`src/rtl/reg_write_port_arbiter.sv`:
```
// Shares the register-file write port between write-back (priority) and a buffered aux FIFO; grant is same-cycle, aux entries drain >=1 cycle after push.
// Backpressure: auxReady drops when the FIFO is full; wbStall holds write-back when a starving FIFO takes the port.
module reg_write_port_arbiter #(
    parameter int DEPTH        = 4,
    parameter int STARVE_LIMIT = 8,
    parameter int REG_COUNT    = 32
) (
    input  logic                         clock,
    input  logic                         reset,
    input  logic                         wbWriteEnabled,
    input  logic [$clog2(REG_COUNT)-1:0] wbWriteId,
    input  logic [31:0]                  wbDataWrite,
    output logic                         wbStall,
    input  logic                         auxValid,
    output logic                         auxReady,
    input  logic [$clog2(REG_COUNT)-1:0] auxWriteId,
    input  logic [31:0]                  auxDataWrite,
    output logic                         regWriteEnabled,
    output logic [$clog2(REG_COUNT)-1:0] regWriteId,
    output logic [31:0]                  regDataWrite,
    output logic [REG_COUNT-1:0]         pendingMask,
    output logic [$clog2(DEPTH):0]       fifoCount
);

    localparam int IW = $clog2(REG_COUNT);
    localparam int PW = $clog2(DEPTH);
    localparam int CW = PW + 1;
    localparam int SW = $clog2(STARVE_LIMIT + 1);
    localparam logic [CW-1:0] DEPTH_C = CW'(DEPTH);
    localparam logic [SW-1:0] LIMIT_C = SW'(STARVE_LIMIT);

    logic [PW-1:0]    head_q, head_d;
    logic [PW-1:0]    tail_q, tail_d;
    logic [CW-1:0]    count_q, count_d;
    logic [SW-1:0]    starve_q, starve_d;
    logic [DEPTH-1:0] vld_q, vld_d;
    logic [IW-1:0]    id_mem_q  [DEPTH];
    logic [IW-1:0]    id_mem_d  [DEPTH];
    logic [31:0]      dat_mem_q [DEPTH];
    logic [31:0]      dat_mem_d [DEPTH];

    logic                 fifo_empty;
    logic                 grant_aux;
    logic                 push_acc;
    logic                 push_store;
    logic                 sel_en;
    logic [IW-1:0]        sel_id;
    logic [31:0]          sel_dat;
    logic [REG_COUNT-1:0] pend;

    // Arbitration looks only at registered FIFO state, so a fresh push never bypasses.
    always_comb begin
        fifo_empty = (count_q == '0);
        grant_aux  = reset && !fifo_empty && (!wbWriteEnabled || (starve_q == LIMIT_C));
        auxReady   = reset && (count_q < DEPTH_C);
        push_acc   = auxValid && auxReady;
        push_store = push_acc && (auxWriteId != '0);
    end

    always_comb begin
        head_d    = head_q;
        tail_d    = tail_q;
        count_d   = count_q;
        vld_d     = vld_q;
        id_mem_d  = id_mem_q;
        dat_mem_d = dat_mem_q;

        if (grant_aux) begin
            vld_d[head_q] = 1'b0;
            head_d        = head_q + PW'(1);
        end
        if (push_store) begin
            vld_d[tail_q]     = 1'b1;
            id_mem_d[tail_q]  = auxWriteId;
            dat_mem_d[tail_q] = auxDataWrite;
            tail_d            = tail_q + PW'(1);
        end

        case ({push_store, grant_aux})
            2'b10:   count_d = count_q + CW'(1);
            2'b01:   count_d = count_q - CW'(1);
            default: count_d = count_q;
        endcase
    end

    always_comb begin
        starve_d = starve_q;
        if (fifo_empty || grant_aux) begin
            starve_d = '0;
        end else if (wbWriteEnabled && (starve_q != LIMIT_C)) begin
            starve_d = starve_q + SW'(1);
        end
    end

    always_comb begin
        pend = '0;
        for (int i = 0; i < DEPTH; i++) begin
            if (vld_q[i]) begin
                pend[id_mem_q[i]] = 1'b1;
            end
        end
    end

    always_comb begin
        if (grant_aux) begin
            sel_en  = 1'b1;
            sel_id  = id_mem_q[head_q];
            sel_dat = dat_mem_q[head_q];
        end else begin
            sel_en  = wbWriteEnabled;
            sel_id  = wbWriteId;
            sel_dat = wbDataWrite;
        end
        // Register 0 is hardwired; never pulse the write enable for it.
        regWriteEnabled = reset && sel_en && (sel_id != '0);
        regWriteId      = sel_id;
        regDataWrite    = sel_dat;
        wbStall         = grant_aux && wbWriteEnabled;
        pendingMask     = reset ? pend : '0;
        fifoCount       = reset ? count_q : '0;
    end

    always_ff @(posedge clock) begin
        if (!reset) begin
            head_q   <= '0;
            tail_q   <= '0;
            count_q  <= '0;
            starve_q <= '0;
            vld_q    <= '0;
        end else begin
            head_q   <= head_d;
            tail_q   <= tail_d;
            count_q  <= count_d;
            starve_q <= starve_d;
            vld_q    <= vld_d;
        end
    end

    // Payload storage needs no reset: vld_q qualifies every slot.
    always_ff @(posedge clock) begin
        id_mem_q  <= id_mem_d;
        dat_mem_q <= dat_mem_d;
    end

    wb_no_pending_hazard: assert property (@(posedge clock) disable iff (!reset)
        !(wbWriteEnabled && !grant_aux && pendingMask[wbWriteId]));

endmodule

```
`config.mk`:
```
export PLATFORM = sky130hd
export DESIGN_NAME = reg_write_port_arbiter
export DESIGN_NICKNAME = d
export VERILOG_FILES = /design/src/rtl/reg_write_port_arbiter.sv
export SDC_FILE = /design/constraint.sdc
export NUM_CORES = 1
export LEC_CHECK = 0
export ABC_AREA = 1
export BUFFER_PORTS_ARGS = -buffer_cell sky130_fd_sc_hd__buf_2
export CORE_ASPECT_RATIO = 1.4
export CORE_MARGIN = 3
export CORE_UTILIZATION = 46
export DETAILED_ROUTE_END_ITERATION = 7
export GPL_TIMING_DRIVEN = 1
export PLACE_DENSITY = 0.68
export SLEW_MARGIN = 5
export SYNTH_ARGS = -nofsm -noshare
export SYNTH_HDL_FRONTEND = slang
export SYNTH_SLANG_ARGS = --single-unit
```
`constraint.sdc`:
```
create_clock -name clock -period 3 [get_ports clock]
set_input_delay 0.15 -clock clock [delete_from_list [all_inputs] [get_ports clock]]
set_output_delay 0.15 -clock clock [all_outputs]
set_load 0.01 [all_outputs]
```
==> impl_metrics.env <==
export IMPL_grt_max_degree=49
export IMPL_syn_area_um2=7970
export IMPL_yosys_area_share_xor_xnor_pct=0.330
export IMPL_syn_instance_count=839
export IMPL_synth_top_area_cell="edfxtp_1"
export IMPL_synth_top_family_by_area="simple AND/OR/NAND/NOR gates"
export IMPL_start_kind="register"
export IMPL_synth_fp_nets=929
export IMPL_antenna_cells=0
export IMPL_design_die_area_um2=19000
export IMPL_hold_class="in2reg"
export IMPL_total_power_mw=5.32
export IMPL_yosysWarningCount=0
export IMPL_period_share_pct=86.3
export IMPL_avgSynthCellArea_um2=9.50
export IMPL_dp_hpwl_um=13900
export IMPL_p_per_area_nw_per_um2=537
export IMPL_ys_top_cells_by_area="edfxtp_1 (56%), nor2_1 (9.7%), o21ai_0 (4.5%)"
export IMPL_synth_compound_area_share_pct=13.5
export IMPL_cp_max_fo=47
export IMPL_critPathKind="reg2out"
export IMPL_ys_types=30
export IMPL_grt_pass1_wl_um=32300
export IMPL_drc_errors=0
export IMPL_numClockSinks=163
export IMPL_numCtsBuffers=17
export IMPL_rsz0062_at_grt="false"
export IMPL_hold_viol=0
export IMPL_muxShareOfSynthArea_pct=0
export IMPL_n_fill_cell=1470
export IMPL_worstMarginPinSlew_ps=1040
export IMPL_clock_skew_ps=4.76
export IMPL_post_drt_wl_per_cell_um=16.2
export IMPL_via_per_inst=5.29
export IMPL_ys_seq_area_share_pct=59.5
export IMPL_portBuffers=152
export IMPL_tns_ps=0
export IMPL_cts_htree_levels=4
export IMPL_routed_wirelength_um=20500
export IMPL_leakage_nw=3.92
export IMPL_num_vias=6714
export IMPL_crit_required_ps=2850
export IMPL_power_frac_clock_pct=40.2
export IMPL_internal_power_mw=3.95
export IMPL_ios=153
export IMPL_drive_gt1_share_pct=20.9
export IMPL_track_usage_pct=21.9
export IMPL_gp_congestion=0.955
export IMPL_slew_viol_final=0
export IMPL_cts_root_buf="clkbuf_16"
export IMPL_period_needed_ps=2590
export IMPL_tritoncts="built"
export IMPL_dieWidth_um=117
export IMPL_syn2layout_area_growth_pct=24.2
export IMPL_post_cts_setup_buffers=0
export IMPL_start_util_pct=47.2
export IMPL_vdd_drop_max_mv=0.382
export IMPL_cp_arrival_ps=2440
export IMPL_setup_viol=0
export IMPL_synthSimpleGateAreaFrac_pct=18.7
export IMPL_grt_overflow_total=0
export IMPL_max_clock_freq_ghz=0.386
export IMPL_switching_share_pct=25.7
export IMPL_ant_nets=0
export IMPL_dieHeight_um=162
export IMPL_drt_iter0_drc=623
export IMPL_p_switching_mw=1.37
export IMPL_cap_violations=0
export IMPL_synthAdderAreaFrac_pct=1.98
export IMPL_grt_pass1_vias=6531
export IMPL_power_frac_seq_pct=48.3
export IMPL_slew_headroom_pct=30.4
export IMPL_pwr_share_comb_pct=11.6
export IMPL_cts_buffer_depth=2
export IMPL_rows=56
export IMPL_insertion_delay_ps=420
export IMPL_drtPass1Iterations=5
export IMPL_grt_antenna_before_repair=0
export IMPL_clkTransAtPathRegs_ps=70
export IMPL_status="finished clean"
export IMPL_r2r_slack_ps=710
export IMPL_coreArea_um2=16900
export IMPL_worstSetupEndpointType="primary output"
export IMPL_ys_seq_elements=163
export IMPL_synth_top_area_share_pct=55.8
export IMPL_nets=1113
==> Yosys cell counts (all sizes together) <==
library cell	count
edfxtp	148
xnor2	1
ha	11
nor2	206
a22oi	11
o21ai	75
dfxtp	15
a21oi	59
o22ai	2
buf	29
nand3	42
clkbuf	9
a31oi	48
and3	2
fa	1
nor3	20
inv	67
xor2	2
nand2	90
o22a	1
==> flip-flops by register name, summed over array words and instances (netlist names) <==
register   flops
count_q        3
dat_mem_q    128
head_q         2
id_mem_q      20
starve_q       4
tail_q         2
vld_q          4
==> kinds of logic after synthesis <==
logic type / after synthesis
compound gates: 196
xor+xnor: 3
fa+ha+maj: 12
buf+inv: 105
flops: 163
simple gates: 360
==> critical path: stages, from the launching register on <==
cell and delay, ps:
dfxtp_1 330, inv_1 60, ha_1 130, nand3_1 100
nand2_1 110, nand2_4 120, inv_4 240, buf_4 470
nor2_1 100, a31oi_1 180, buf_2 160
==> what timing repair did <==
action                    in CTS  in global routing
hold endpoints to repair     148                  0
gates resized for setup        0                  0
hold buffers                  37                  0
==> cell type report <==
type                       count  area (µm²)  area share, %
clock inverter                15         166           1.68
timing repair buffer         203        1260           12.7
tap                          232         290           2.93
inverter                      67         254           2.57
sequential                   163        4750           48.0
multi-input combinational    571        2750           27.8
clock buffer                  17         425           4.30
==> cell usage in the layout (no fill, tap or decap), drive strengths merged <==
cell type / instances
a21oi: 59
a22oi: 11
a31oi: 48
and3: 2
buf: 166
bufinv: 1
clkbuf: 17
clkinv: 3
clkinvlp: 2
dfxtp: 15
dlygate4sd3: 37
edfxtp: 148
fa: 1
ha: 11
inv: 76
nand2: 90
nand3: 42
nor2: 206
nor3: 20
o21ai: 75
o22a: 1
o22ai: 2
xnor2: 1
xor2: 2
==> power groups by stage <==
stage	sequential, mW	combinational (mW)	clock, mW
CTS	2.57	0.619	2.17
detailed placement	2.62	0.577	0
global placement	2.61	0.571	0
global route	2.57	0.687	2.27
floorplan	2.61	0.357	0
finish	2.57	0.615	2.14
==> metrics by stage <==
stage | hold WS, ps | instances | setup slack [ps] | util (%) | cell area (µm²)
3_3_place_gp | 365 | 1199 | 763 | 52.9 | 8930
6_report | 97.2 | 1268 | 411 | 58.6 | 9900
3_5_place_dp | 366 | 1199 | 715 | 52.9 | 8930
2_1_floorplan | 249 | 839 | 904 | - | 7970
5_1_grt | 85.9 | 1268 | 167 | 58.6 | 9900
4_1_cts | 75.6 | 1268 | 388 | 58.6 | 9900
==> worst paths after layout <==
check	startpoint	endpoint	cells past startpoint
max	starve_q[0]	regDataWrite[27]	10
min reg2reg	starve_q[0]	starve_q[0]	1
min	reset	tail_q[1]	3
max reg2reg	starve_q[0]	count_q[2]	13
==> per-layer routing <==
metal	global-route usage (%)	part of all wire, %	wire [µm]
met4	8.45	2.9	594
met2	38.5	51	10500
met3	5.26	6.2	1280
met1	25.3	40	8140
met5	0	0	0
(Power assumes the default switching activity.)
